==> config.mk <==
export PLATFORM = sky130hd
export DESIGN_NAME = module_data_arbiter
export DESIGN_NICKNAME = d
export VERILOG_FILES = /design/src/rtl/backend_pkg.sv /design/src/rtl/module_data_arbiter_rr_select.sv /design/src/rtl/module_data_arbiter.sv
export SDC_FILE = /design/constraint.sdc
export NUM_CORES = 1
export LEC_CHECK = 0
export CORE_AREA = 2 2 259 261
export CTS_BUF_LIST = sky130_fd_sc_hd__clkbuf_16
export CTS_CLUSTER_DIAMETER = 50
export DETAILED_ROUTE_END_ITERATION = 10
export DIE_AREA = 0 0 261 263
export GPL_ROUTABILITY_DRIVEN = 0
export PLACE_DENSITY = 0.51
export REMOVE_ABC_BUFFERS = 1
export SYNTH_ARGS = -nofsm -noshare
export SYNTH_HDL_FRONTEND = slang
export SYNTH_SLANG_ARGS = --single-unit
export TNS_END_PERCENT = 50
==> constraint.sdc <==
create_clock -name clk -period 5.3 [get_ports clk]
set_clock_uncertainty 0.15 [all_clocks]
set_input_delay 1.325 -clock clk [delete_from_list [all_inputs] [get_ports clk]]
set_output_delay 1.325 -clock clk [all_outputs]
set_load 0.05 [all_outputs]
==> src/rtl/backend_pkg.sv <==
// Shared arbitration types and helpers for the backend stream/command arbiters.
package backend_pkg;

  localparam int NMODULES = 4;
  localparam int LENGTH   = 128;
  localparam int PTR_W    = $clog2(NMODULES);

  typedef enum logic {
    IDLE  = 1'b0,
    GRANT = 1'b1
  } state_t;

  // First requesting index after ptr (wrapping); returns ptr when nothing requests.
  function automatic logic [PTR_W-1:0] rr_next(input logic [PTR_W-1:0] ptr,
                                               input logic [NMODULES-1:0] req);
    logic [PTR_W-1:0] sel;
    int               cand;
    sel = ptr;
    for (int k = NMODULES; k >= 1; k--) begin
      cand = (int'(ptr) + k) % NMODULES;
      if (req[cand[PTR_W-1:0]]) begin
        sel = cand[PTR_W-1:0];
      end else begin
        sel = sel;
      end
    end
    return sel;
  endfunction

endpackage

==> src/rtl/module_data_arbiter_rr_select.sv <==
// Combinational round-robin picker: first set bit of i_req after i_ptr, wrapping mod N.
module rr_select #(
  parameter int N  = 4,
  parameter int PW = $clog2(N)
) (
  input  logic [N-1:0]  i_req,
  input  logic [PW-1:0] i_ptr,
  output logic [PW-1:0] o_idx,
  output logic          o_found
);

  int w_cand;

  // Scan from the farthest candidate down so the nearest one after i_ptr wins.
  always_comb begin
    o_idx   = '0;
    o_found = 1'b0;
    w_cand  = 0;
    for (int k = N; k >= 1; k--) begin
      w_cand = (int'(i_ptr) + k) % N;
      if (i_req[w_cand[PW-1:0]]) begin
        o_idx   = w_cand[PW-1:0];
        o_found = 1'b1;
      end else begin
        o_found = o_found;
      end
    end
  end

endmodule

==> src/rtl/module_data_arbiter.sv <==
// Round-robin, burst-limited merge of per-module word streams into one registered output.
// Define MODULE_ARB_COUNTERS_EN for per-module word counters and an output stall counter.
module module_data_arbiter #(
  parameter int NMODULES  = backend_pkg::NMODULES,
  parameter int LENGTH    = backend_pkg::LENGTH,
  parameter int MAX_BURST = 8
) (
  input  logic                        clk,
  input  logic                        rst,
  input  logic [NMODULES-1:0]         enable_mask,
  input  logic [NMODULES-1:0]         in_valid,
  output logic [NMODULES-1:0]         in_ready,
  input  logic [NMODULES*LENGTH-1:0]  in_data,
  output logic                        out_valid,
  input  logic                        out_ready,
  output logic [LENGTH-1:0]           out_data,
  output logic [$clog2(NMODULES)-1:0] out_src,
  output logic                        busy
`ifdef MODULE_ARB_COUNTERS_EN
  ,
  input  logic [$clog2(NMODULES)-1:0] cnt_sel,
  input  logic                        cnt_clear,
  output logic [31:0]                 cnt_value,
  output logic [31:0]                 stall_cycles
`endif
);

  import backend_pkg::*;

  localparam int SRC_W = $clog2(NMODULES);
  localparam int CNT_W = $clog2(MAX_BURST + 1);
  localparam logic [CNT_W-1:0] BURST_LAST = CNT_W'(MAX_BURST);

  state_t              r_state;
  logic [SRC_W-1:0]    r_gnt_idx;
  logic [SRC_W-1:0]    r_rr_ptr;
  logic [CNT_W-1:0]    r_burst_cnt;
  logic                r_out_valid;
  logic [LENGTH-1:0]   r_out_data;
  logic [SRC_W-1:0]    r_out_src;

  logic                w_load_ok;
  logic                w_xfer;
  logic                w_sel_found;
  logic                w_gnt_en;
  logic                w_gnt_valid;
  logic [NMODULES-1:0] w_req;
  logic [NMODULES-1:0] w_in_ready;
  logic [SRC_W-1:0]    w_sel_idx;
  logic [CNT_W-1:0]    w_cnt_inc;
  logic [LENGTH-1:0]   w_gnt_data;

  assign w_req       = in_valid & enable_mask;
  assign w_load_ok   = ~r_out_valid | out_ready;
  assign w_gnt_en    = enable_mask[r_gnt_idx];
  assign w_gnt_valid = in_valid[r_gnt_idx];
  assign w_cnt_inc   = r_burst_cnt + 1'b1;
  assign w_xfer      = |(w_in_ready & in_valid);

  rr_select #(
    .N  (NMODULES),
    .PW (SRC_W)
  ) u_rr_select (
    .i_req   (w_req),
    .i_ptr   (r_rr_ptr),
    .o_idx   (w_sel_idx),
    .o_found (w_sel_found)
  );

  // Ready decode for the granted module (gated by its enable) and granted-word mux.
  always_comb begin
    w_in_ready = '0;
    w_gnt_data = '0;
    for (int i = 0; i < NMODULES; i++) begin
      if (r_gnt_idx == SRC_W'(i)) begin
        w_in_ready[i] = (r_state == GRANT) & enable_mask[i] & w_load_ok;
        w_gnt_data    = in_data[i*LENGTH +: LENGTH];
      end else begin
        w_in_ready[i] = 1'b0;
      end
    end
  end

  // Arbitration FSM; the grant cycle itself moves no data.
  always_ff @(posedge clk or posedge rst) begin
    if (rst) begin
      r_state     <= IDLE;
      r_gnt_idx   <= '0;
      r_rr_ptr    <= SRC_W'(NMODULES - 1);
      r_burst_cnt <= '0;
    end else begin
      case (r_state)
        IDLE: begin
          if (w_sel_found) begin
            r_gnt_idx   <= w_sel_idx;
            r_burst_cnt <= '0;
            r_state     <= GRANT;
          end
        end
        GRANT: begin
          if (!w_gnt_en || (w_load_ok && !w_gnt_valid)) begin
            r_state  <= IDLE;
            r_rr_ptr <= r_gnt_idx;
          end else if (w_load_ok) begin
            r_burst_cnt <= w_cnt_inc;
            if (w_cnt_inc == BURST_LAST) begin
              r_state  <= IDLE;
              r_rr_ptr <= r_gnt_idx;
            end
          end
        end
        default: r_state <= IDLE;
      endcase
    end
  end

  // Output register: holds steady while the downstream stalls.
  always_ff @(posedge clk or posedge rst) begin
    if (rst) begin
      r_out_valid <= 1'b0;
      r_out_data  <= '0;
      r_out_src   <= '0;
    end else if (w_load_ok) begin
      r_out_valid <= w_xfer;
      if (w_xfer) begin
        r_out_data <= w_gnt_data;
        r_out_src  <= r_gnt_idx;
      end
    end
  end

  assign in_ready  = w_in_ready;
  assign out_valid = r_out_valid;
  assign out_data  = r_out_data;
  assign out_src   = r_out_src;
  assign busy      = (r_state == GRANT);

`ifdef MODULE_ARB_COUNTERS_EN
  logic [31:0] r_cnt [NMODULES];
  logic [31:0] r_cnt_value;
  logic [31:0] r_stall;

  // Word counters (clear beats a simultaneous transfer), readback and saturating stall count.
  always_ff @(posedge clk or posedge rst) begin
    if (rst) begin
      for (int i = 0; i < NMODULES; i++) begin
        r_cnt[i] <= 32'd0;
      end
      r_cnt_value <= 32'd0;
      r_stall     <= 32'd0;
    end else begin
      for (int i = 0; i < NMODULES; i++) begin
        if (cnt_clear && (cnt_sel == SRC_W'(i))) begin
          r_cnt[i] <= 32'd0;
        end else if (w_in_ready[i] && in_valid[i]) begin
          r_cnt[i] <= r_cnt[i] + 32'd1;
        end
      end
      r_cnt_value <= r_cnt[cnt_sel];
      if (cnt_clear) begin
        r_stall <= 32'd0;
      end else if (r_out_valid && !out_ready && (r_stall != 32'hFFFF_FFFF)) begin
        r_stall <= r_stall + 32'd1;
      end
    end
  end

  assign cnt_value    = r_cnt_value;
  assign stall_cycles = r_stall;
`endif

endmodule

==> results of run 1 <==
-- layer usage --
metal  vias up  global-route usage  wire (um)
li1       3387                   -          -
met1      3768               0.116      14100
met2       420               0.200      20400
met3        36              0.0365       3340
met4         2              0.0332        651
met5         -                   0         13
-- final cells by class --
class | count | area, um2
Fill cell | 6732 | 48500
Sequential cell | 140 | 3510
Clock inverter | 15 | 173
Inverter | 6 | 27.5
Clock buffer | 17 | 425
Timing Repair Buffer | 669 | 6710
Multi-Input combinational cell | 320 | 5190
Tap cell | 864 | 1080
-- flip-flops by register name (all words and copies together) (netlist names) --
signal and cells:
r_burst_cnt 4, busy 1, out_data 128, out_src 2, out_valid 1, r_rr_ptr 2, r_gnt_idx 2
-- worst max-delay path, stage by stage --
cell	delay, ps
clkdlybuf4s50_1	480
nand2b_1	230
nand2_2	180
nor4b_1	290
clkdlybuf4s50_1	860
-- per-stage QoR --
step	cells	setup TNS, ps	worst slack, ps	hold slack (ps)
4_1_cts	2031	0	451	341
2_1_floorplan	466	-561180	-4260	322
3_5_place_dp	1999	0	463	325
6_report	2031	0	464	333
3_3_place_gp	1999	0	483	317
5_1_grt	2031	0	399	351
-- placed cells by master (no fill, tap or decap), types with 6 or more instances in the layout --
cell type and n:
inv_1 6, mux2_1 20, dfrtp_1 136, buf_4 8, clkdlybuf4s50_1 658, clkbuf_16 17
mux2_4 100, mux4_2 130, nand2_1 6, mux2_2 12
-- path summary, 6_finish.rpt --
check	depth (start not counted)	to
setup / recovery	5	in_ready[0]
hold / removal	1	out_data[118]$_DFFE_PP0P_
setup reg to reg	4	out_data[125]$_DFFE_PP0P_
hold reg to reg	1	out_data[118]$_DFFE_PP0P_
max in group asynchronous	3	out_data[27]$_DFFE_PP0P_
min in group asynchronous	2	out_src[1]$_DFFE_PP0P_
-- kinds of logic after synthesis --
logic type | count (synthesis) | share of synthesized area
muxes | 263 | 0.529
DFF | 140 | 0.385
buffers and inverters | 51 | 0.0456
AOI/OAI and AO/OA | 32 | 0.0242
and+or+nand+nor | 23 | 0.0146
xor gates and xnor gates | 1 | 0.000961
adders and majority gates | 1 | 0.00137
-- power by group --
group          total [mW]  switching, mW  internal (mW)
Combinational        6.21           3.28           2.93
Clock                1.26          0.524          0.739
Sequential           2.06          0.434           1.63
-- synth_stat cells (3+ instances only) --
library cell,instances
dfrtp_1,138
mux4_2,130
mux2_4,100
mux2_1,20
buf_2,15
clkbuf_1,14
mux2_2,12
buf_12,11
inv_1,6
nand2_1,6
o21ai_0,5
a21oi_1,4
a31oi_1,4
buf_6,3
nand3_1,3
nor2_1,3
o211ai_1,3
o21ai_1,3
o31ai_1,3
==> insert_results.sql, run 1 <==
INSERT INTO impl_metrics (metric_group, metric, value, unit) VALUES
('cts', 'cts_inserted_buffers', '17', ''),
('cts', 'post-cts-setup-buffer-count', '0', ''),
('critical_path', 'required', '3830', 'ps'),
('pwr', 'power_density', '557', 'mW/mm2'),
('timing', 'max_slew.worst_pin.slew', '922', 'ps'),
('floorplan', 'rows', '94', ''),
('timing', 'rsz0062_at_grt', 'false', ''),
('detailed_routing', 'dr.first_iter.drc_count', '301', ''),
('timing', 'final_cycle_share', '0.912', ''),
('grt', 'grt_first_pass_wirelength', '54.3', 'mm'),
('floorplan', 'die_area', '0.0686', 'mm2'),
('cts', 'tritoncts', 'done', ''),
('grt', 'global_route.usage.total', '0.109', ''),
('timing', 'timing.final.setup_violations', '0', ''),
('pwr', 'max-vdd-ir-drop', '0.243', 'mV'),
('synth', 'postSynthAreaPerCell', '17.8', 'um2'),
('timing', 'hold_violations', '0', ''),
('critical_path', 'critical_path_launch_point_type', 'input port', ''),
('outcome', 'run_status', 'completed', ''),
('cts', 'cts.sink_count', '140', ''),
('detailed_routing', 'wl_per_cell', '19.0', 'um'),
('floorplan', 'core_area', '0.0656', 'mm2'),
('synth', 'netlist_area', '0.00911', 'mm2'),
('finish', 'final_nets', '1678', ''),
('place', 'placedInstanceArea', '0.0165', 'mm2'),
('cts', 'cts_hold_buf', '0', ''),
('finish', 'finalInstanceArea', '0.0171', 'mm2'),
('synth', 'synth_top_area_frac', '0.379', ''),
('cts', 'clock_tree.root_cell', 'clkbuf_16', ''),
('detailed_routing', 'post_drt_via_cell_ratio', '3.75', ''),
('critical_path', 'worstSetupStartpoint', 'out_ready', ''),
('synth', 'synth_top_cell_by_area', 'dfrtp_1', ''),
('floorplan', 'initial_utilization', '0.139', ''),
('timing', 'timing.final.max_slew_violations', '0', ''),
('timing', 'achievable-frequency', '207', 'MHz'),
('pwr', 'power_leakage', '6.38', 'nW'),
('finish', 'final_core_utilization', '0.261', ''),
('synth', 'ys_types', '44', ''),
('synth', 'synth_enable_flop_cells', '0', ''),
('critical_path', 'cp_max_fo', '9', ''),
('grt', 'first_global_vias', '8488', ''),
('place', 'buffer_ports.inserted', '658', ''),
('critical_path', 'criticalPathCategory', 'input port to output port', ''),
('floorplan', 'die_y', '263', 'um'),
('critical_path', 'setup.reg_to_reg.worst_slack', '1980', 'ps'),
('timing', 'min_period', '4840', 'ps'),
('hold_path', 'min_path_type', 'flop to flop', ''),
('floorplan', 'number_of_placed_i_o_pins', '659', ''),
('cts', 'cts.htree.levels', '4', ''),
('floorplan', 'die_width', '261', 'um'),
('cts', 'worst_skew_pair.late_latency', '460', 'ps'),
('flow_run', 'max-cap-violations', '0', ''),
('detailed_routing', 'firstDrtPassIters', '4', ''),
('synth', 'synthesis.yosys.warnings', '0', ''),
('grt', 'largest_net_degree_at_the_start_of_global_routing', '63', ''),
('cts', 'cts_buffer_depth', '2', ''),
('finish', 'layout_area_overhead', '87.9', '%'),
('detailed_routing', 'num_vias', '7613', ''),
('critical_path', 'timing.rr.start', 'r_gnt_idx[0]$_DFFE_PP0P_', ''),
('timing', 'worst_slew_margin_rel', '0.385', ''),
('grt', 'number_of_antenna_violations_at_the_first_check_in_global_routing', '4', ''),
('place', 'place.detailed.hpwl', '31.3', 'mm'),
('critical_path', 'critPathCaptureType', 'output port', ''),
('synth', 'synth.area.top_cells', 'dfrtp_1 (38%), mux4_2 (32%), mux2_4 (16%)', ''),
('hold_path', 'hold_path_startpoint', 'out_data[118]$_DFFE_PP0P_', ''),
('detailed_routing', 'route.detailed.drc', '0', ''),
('pwr', 'design_power_total', '9.54', 'mW'),
('detailed_routing', 'ant_nets', '0', ''),
('cts', 'clk_pin_slew_worst_paths', '60', 'ps'),
('synth', 'async_flop_share', '1.00', ''),
('detailed_routing', 'finalWirelength', '38.5', 'mm'),
('cts', 'cts_resized', '0', ''),
('grt', 'grt_remaining_overflow', '0', ''),
('synth', 'yosysSeqAreaShare', '0.385', ''),
('finish', 'antenna-diode-count', '0', ''),
('finish', 'share_of_cells_above_drive_strength_1', '0.252', ''),
('synth', 'ys_dominant_reg_cell', 'dfrtp_1', ''),
('synth', 'synth_seq_cells', '140', ''),
('critical_path', 'cp.arrival', '3360', 'ps'),
('synth', 'synthesized_netlist_cell_count', '511', '');
(Power assumes the default switching activity.)
==> run 2: changes to the inputs <==
--- a/config.mk
+++ b/config.mk
@@ -10,7 +10,7 @@
 export CTS_CLUSTER_DIAMETER = 50
 export DETAILED_ROUTE_END_ITERATION = 10
 export DIE_AREA = 0 0 261 263
-export GPL_ROUTABILITY_DRIVEN = 0
+export GPL_ROUTABILITY_DRIVEN = 1
 export PLACE_DENSITY = 0.51
 export REMOVE_ABC_BUFFERS = 1
 export SYNTH_ARGS = -nofsm -noshare
==> results of run 2 <==
Same layout as run 1: the final DEF is identical, and so are final timing and power.
==> RTL change 1: new RTL, settings of run 1 <==
Build with the macro `MODULE_ARB_COUNTERS_EN` defined.
--- a/src/rtl/module_data_arbiter.sv
+++ b/src/rtl/module_data_arbiter.sv
@@ -1,5 +1,7 @@
 // Round-robin, burst-limited merge of per-module word streams into one registered output.
 // Define MODULE_ARB_COUNTERS_EN for per-module word counters and an output stall counter.
+`define MODULE_ARB_COUNTERS_EN
+
 module module_data_arbiter #(
   parameter int NMODULES  = backend_pkg::NMODULES,
   parameter int LENGTH    = backend_pkg::LENGTH,
Ports: changed (added cnt_clear, cnt_sel, cnt_value and stall_cycles); port bits go from 659 to 726. No check against the original RTL was run, so the function may have changed too.
==> RTL change 1 against run 1 <==
- final area grew 67%
- sequential cell count grew 192
- routed wire length grew to 2.7 times the old value
- cell count grew 55%
- power grew 51%
- non-clock buffer count grew 92
- synthesized area grew 100%
- synthesized cell count grew to 2.9 times the old value
- worst setup slack gained 0.080 ns
- critical path type unchanged
- largest power group unchanged
- highest routed layer unchanged
==> RTL change 1: results (changes against run 1) <==
cells_and_area:
  fin_util: 0.435  # +0.175
  clk_share: 0.0641  # +0.0291
  inverters: 23  # +17
  seq_area_frac: 0.291  # +0.0858
  multi_input_area_um2: 9580  # +85%
  multi_input_gates: 1044  # +230%
  n_all_buffers: 761  # +14%
  drive_gt1_frac: 0.196  # -0.0555
  clkbuf_count: 54  # +37
  fillCellCount: 6124  # -9.0%
  nNetsFinal: 2747  # +64%
power_and_ir_drop:
  p_leak_nw: 11.0  # +72%
  intPower_mw: 8.18  # +54%
  switching_share: 0.432  # -0.0128
  ir_drop_v: 0.000353  # +45%
setup_path:
  critical_path.reg2reg.endpoint: "out_data[46]"
  path_max_fanout: 2  # -7
  crit_end: "in_ready[2]"
  r2r-start: "r_gnt_idx[1]"
  worst_ep_arrival_time_ns: 3.28  # -0.08 ns
place:
  placed_cell_area_um2: 26700  # +62%
  io_buffers: 725  # +10%
  dpl.hpwl_um: 86100  # +180%
run_status:
  outcome: "completed"
grt:
  grtUsageTotal: 0.300  # +0.192
  met1_usage: 0.350  # +0.234
  use_met3: 0.0747  # +0.0382
  grt_pass1_wl_um: 142000  # +160%
  antenna_found_initial: 44  # +40
routing:
  dr_wl_met3_um: 8520  # +160%
  drt-met1-wl_um: 39100  # +180%
  vias_per_cell: 5.39  # +44%
  route.met2.wl_um: 52000  # +150%
  drt_pre_antenna_iters: 5  # +1
  drtIter0Drc: 1129  # +280%
synthesis:
  ys_types: 57  # +30%
  synth.cells.most_frequent: "dfrtp_1 (330), mux4_2 (162), mux2_2 (133), nor2_1 (97), nand2_1 (86)"
  ys_seq_elements: 332  # +140%
  ys_async_sr_fraction: 1.00  # unchanged
  yosys-top-cells-area: "dfrtp_1 (45%), mux4_2 (20%), mux2_2 (8.2%)"
  ys_seq_area_frac: 0.453  # +0.0680
hold_path:
  hp-start: "out_data[90]"
  worstHoldEndpoint: "out_data[90]"
clock_tree:
  clk_latency_ns: 0.62  # +0.16 ns
  cts.path.max_buffers: 3  # +1
  numCtsBuffers: 53  # +36
  htree_levels: 2  # -2
  cts_resized: 0  # unchanged
timing:
  hold_slack_ns: 0.356  # +0.0223 ns
  max-slew-margin-rel: 0.322  # -0.0636
## RTL change 1: changes by cell type after synthesis, sizes merged, moves of 31 or more
cell | before | now
a21oi | 4 | 79
nand3 | 3 | 64
nor2 | 4 | 97
nand2 | 9 | 86
nand4 | 0 | 47
dfrtp | 138 | 330
mux4 | 131 | 162
xnor2 | 0 | 58
clkbuf | 14 | 52
or3 | 0 | 55
o21ai | 8 | 60
## RTL change 1: kinds of logic after synthesis
group | after synthesis | share of synthesized area
multiplexers | 299 | 0.283
flip-flops | 332 | 0.453
buffers and inverters | 114 | 0.0257
XOR/XNOR | 76 | 0.0363
adder cells (fa/ha/maj) | 6 | 0.00409
AND/OR/NAND/NOR | 483 | 0.142
AO/OA/AOI/OAI | 180 | 0.0562
## RTL change 1: through the flow
stage,std cells,setup slack [ns]
3_3_place_gp,3024,0.539
3_5_place_dp,3024,0.568
2_1_floorplan,1399,-6.89
6_report,3145,0.544
5_1_grt,3135,0.478
4_1_cts,3124,0.555
==> RTL change 2: new RTL, flow settings as in run 1 <==
Made on the original files. `MAX_BURST`: 8 -> 4.
--- a/src/rtl/module_data_arbiter.sv
+++ b/src/rtl/module_data_arbiter.sv
@@ -3,7 +3,7 @@
 module module_data_arbiter #(
   parameter int NMODULES  = backend_pkg::NMODULES,
   parameter int LENGTH    = backend_pkg::LENGTH,
-  parameter int MAX_BURST = 8
+  parameter int MAX_BURST = 4
 ) (
   input  logic                        clk,
   input  logic                        rst,
Behaviour: same outputs for any inputs over 4 cycles, from zero or initial values and one cycle with rst high; that may be too few to reach the edited logic, so the function may still have changed.
==> RTL change 2 against run 1 <==
- synthesized cell count down 1.2%
- final area fell by 2.3%
- global-route usage barely moved
- sequential cell count shrank 1
- routed wire length down 0.77%
- power down 6.1%
- sequential share of layout area up 0.34 points
- synthesized area shrank 6.0%
- worst setup slack gained 0.10 ns
- critical path type unchanged
- largest cell class unchanged
==> RTL change 2: results (changes against run 1) <==
power_and_ir_drop:
  p_comb_mw: 5.78  # -6.9%
  power_density_nw_per_um2: 536  # -3.8%
  p_leak_nw: 6.08  # -4.8%
  ir_drop_v: 0.000412  # +70%
place:
  placed_cell_area_um2: 16100  # -2.3%
routing:
  via_count: 7575  # -0.50%
  wl_um: 38200  # -0.77%
  drt-met1-wl_um: 14200  # +0.60%
  drtIter0Drc: 233  # -23%
grt:
  grtUsageTotal: 0.108  # -0.000265
  grt_pass1_vias: 8336  # -1.8%
  met2_usage: 0.197  # -0.00222
  antenna_found_initial: 5  # +1
  met1_usage: 0.118  # +0.00155
cells_and_area:
  drive_gt1_frac: 0.179  # -0.0728
synthesis:
  synth_compound_area_frac: 0.0212  # -0.00298
  synthXorXnorAreaFrac: 0  # -0.000961
  ys_seq_area_frac: 0.406  # +0.0217
timing:
  hold_slack_ns: 0.330  # -0.00307 ns
  post-route-min-period_ns: 4.73  # -0.103 ns
  tightestPinTransition_ns: 0.917  # -0.00450 ns
run_status:
  outcome: "completed"
setup_path:
  worst_ep_arrival_time_ns: 3.26  # -0.10 ns
hold_path:
  worstHoldEndpoint: "out_data[20]"
  hp-start: "out_data[20]"
RTL change 2: changes by cell type after synthesis, moves of 2 or more:
| cell | change |
|---|---|
| mux2_4 | -100 |
| mux2_1 | +92 |
| buf_12 | -11 |
| buf_6 | +11 |
| mux2_2 | +9 |
| o21ai_1 | -3 |
| clkbuf_1 | +2 |
| nand2_1 | +2 |
| nand2b_1 | +2 |
| o21ai_0 | +2 |
RTL change 2: worst reg2reg max path, stage by stage (launching register included):
cell	delay, ns
dfrtp_4	0.68
buf_4	0.56
buf_4	0.78
mux4_2	0.73
mux2_1	0.32
RTL change 2: final cells by class:
type / instances / area [µm²]
fillers: 6807 / 48900
repair buffers: 675 / 6760
multi-input cells: 315 / 4770
flip-flops and latches: 139 / 3490
well taps: 864 / 1080
clock buffers: 17 / 425
clock inverters: 15 / 154
inverters: 6 / 27.5
diodes: 2 / 5.00
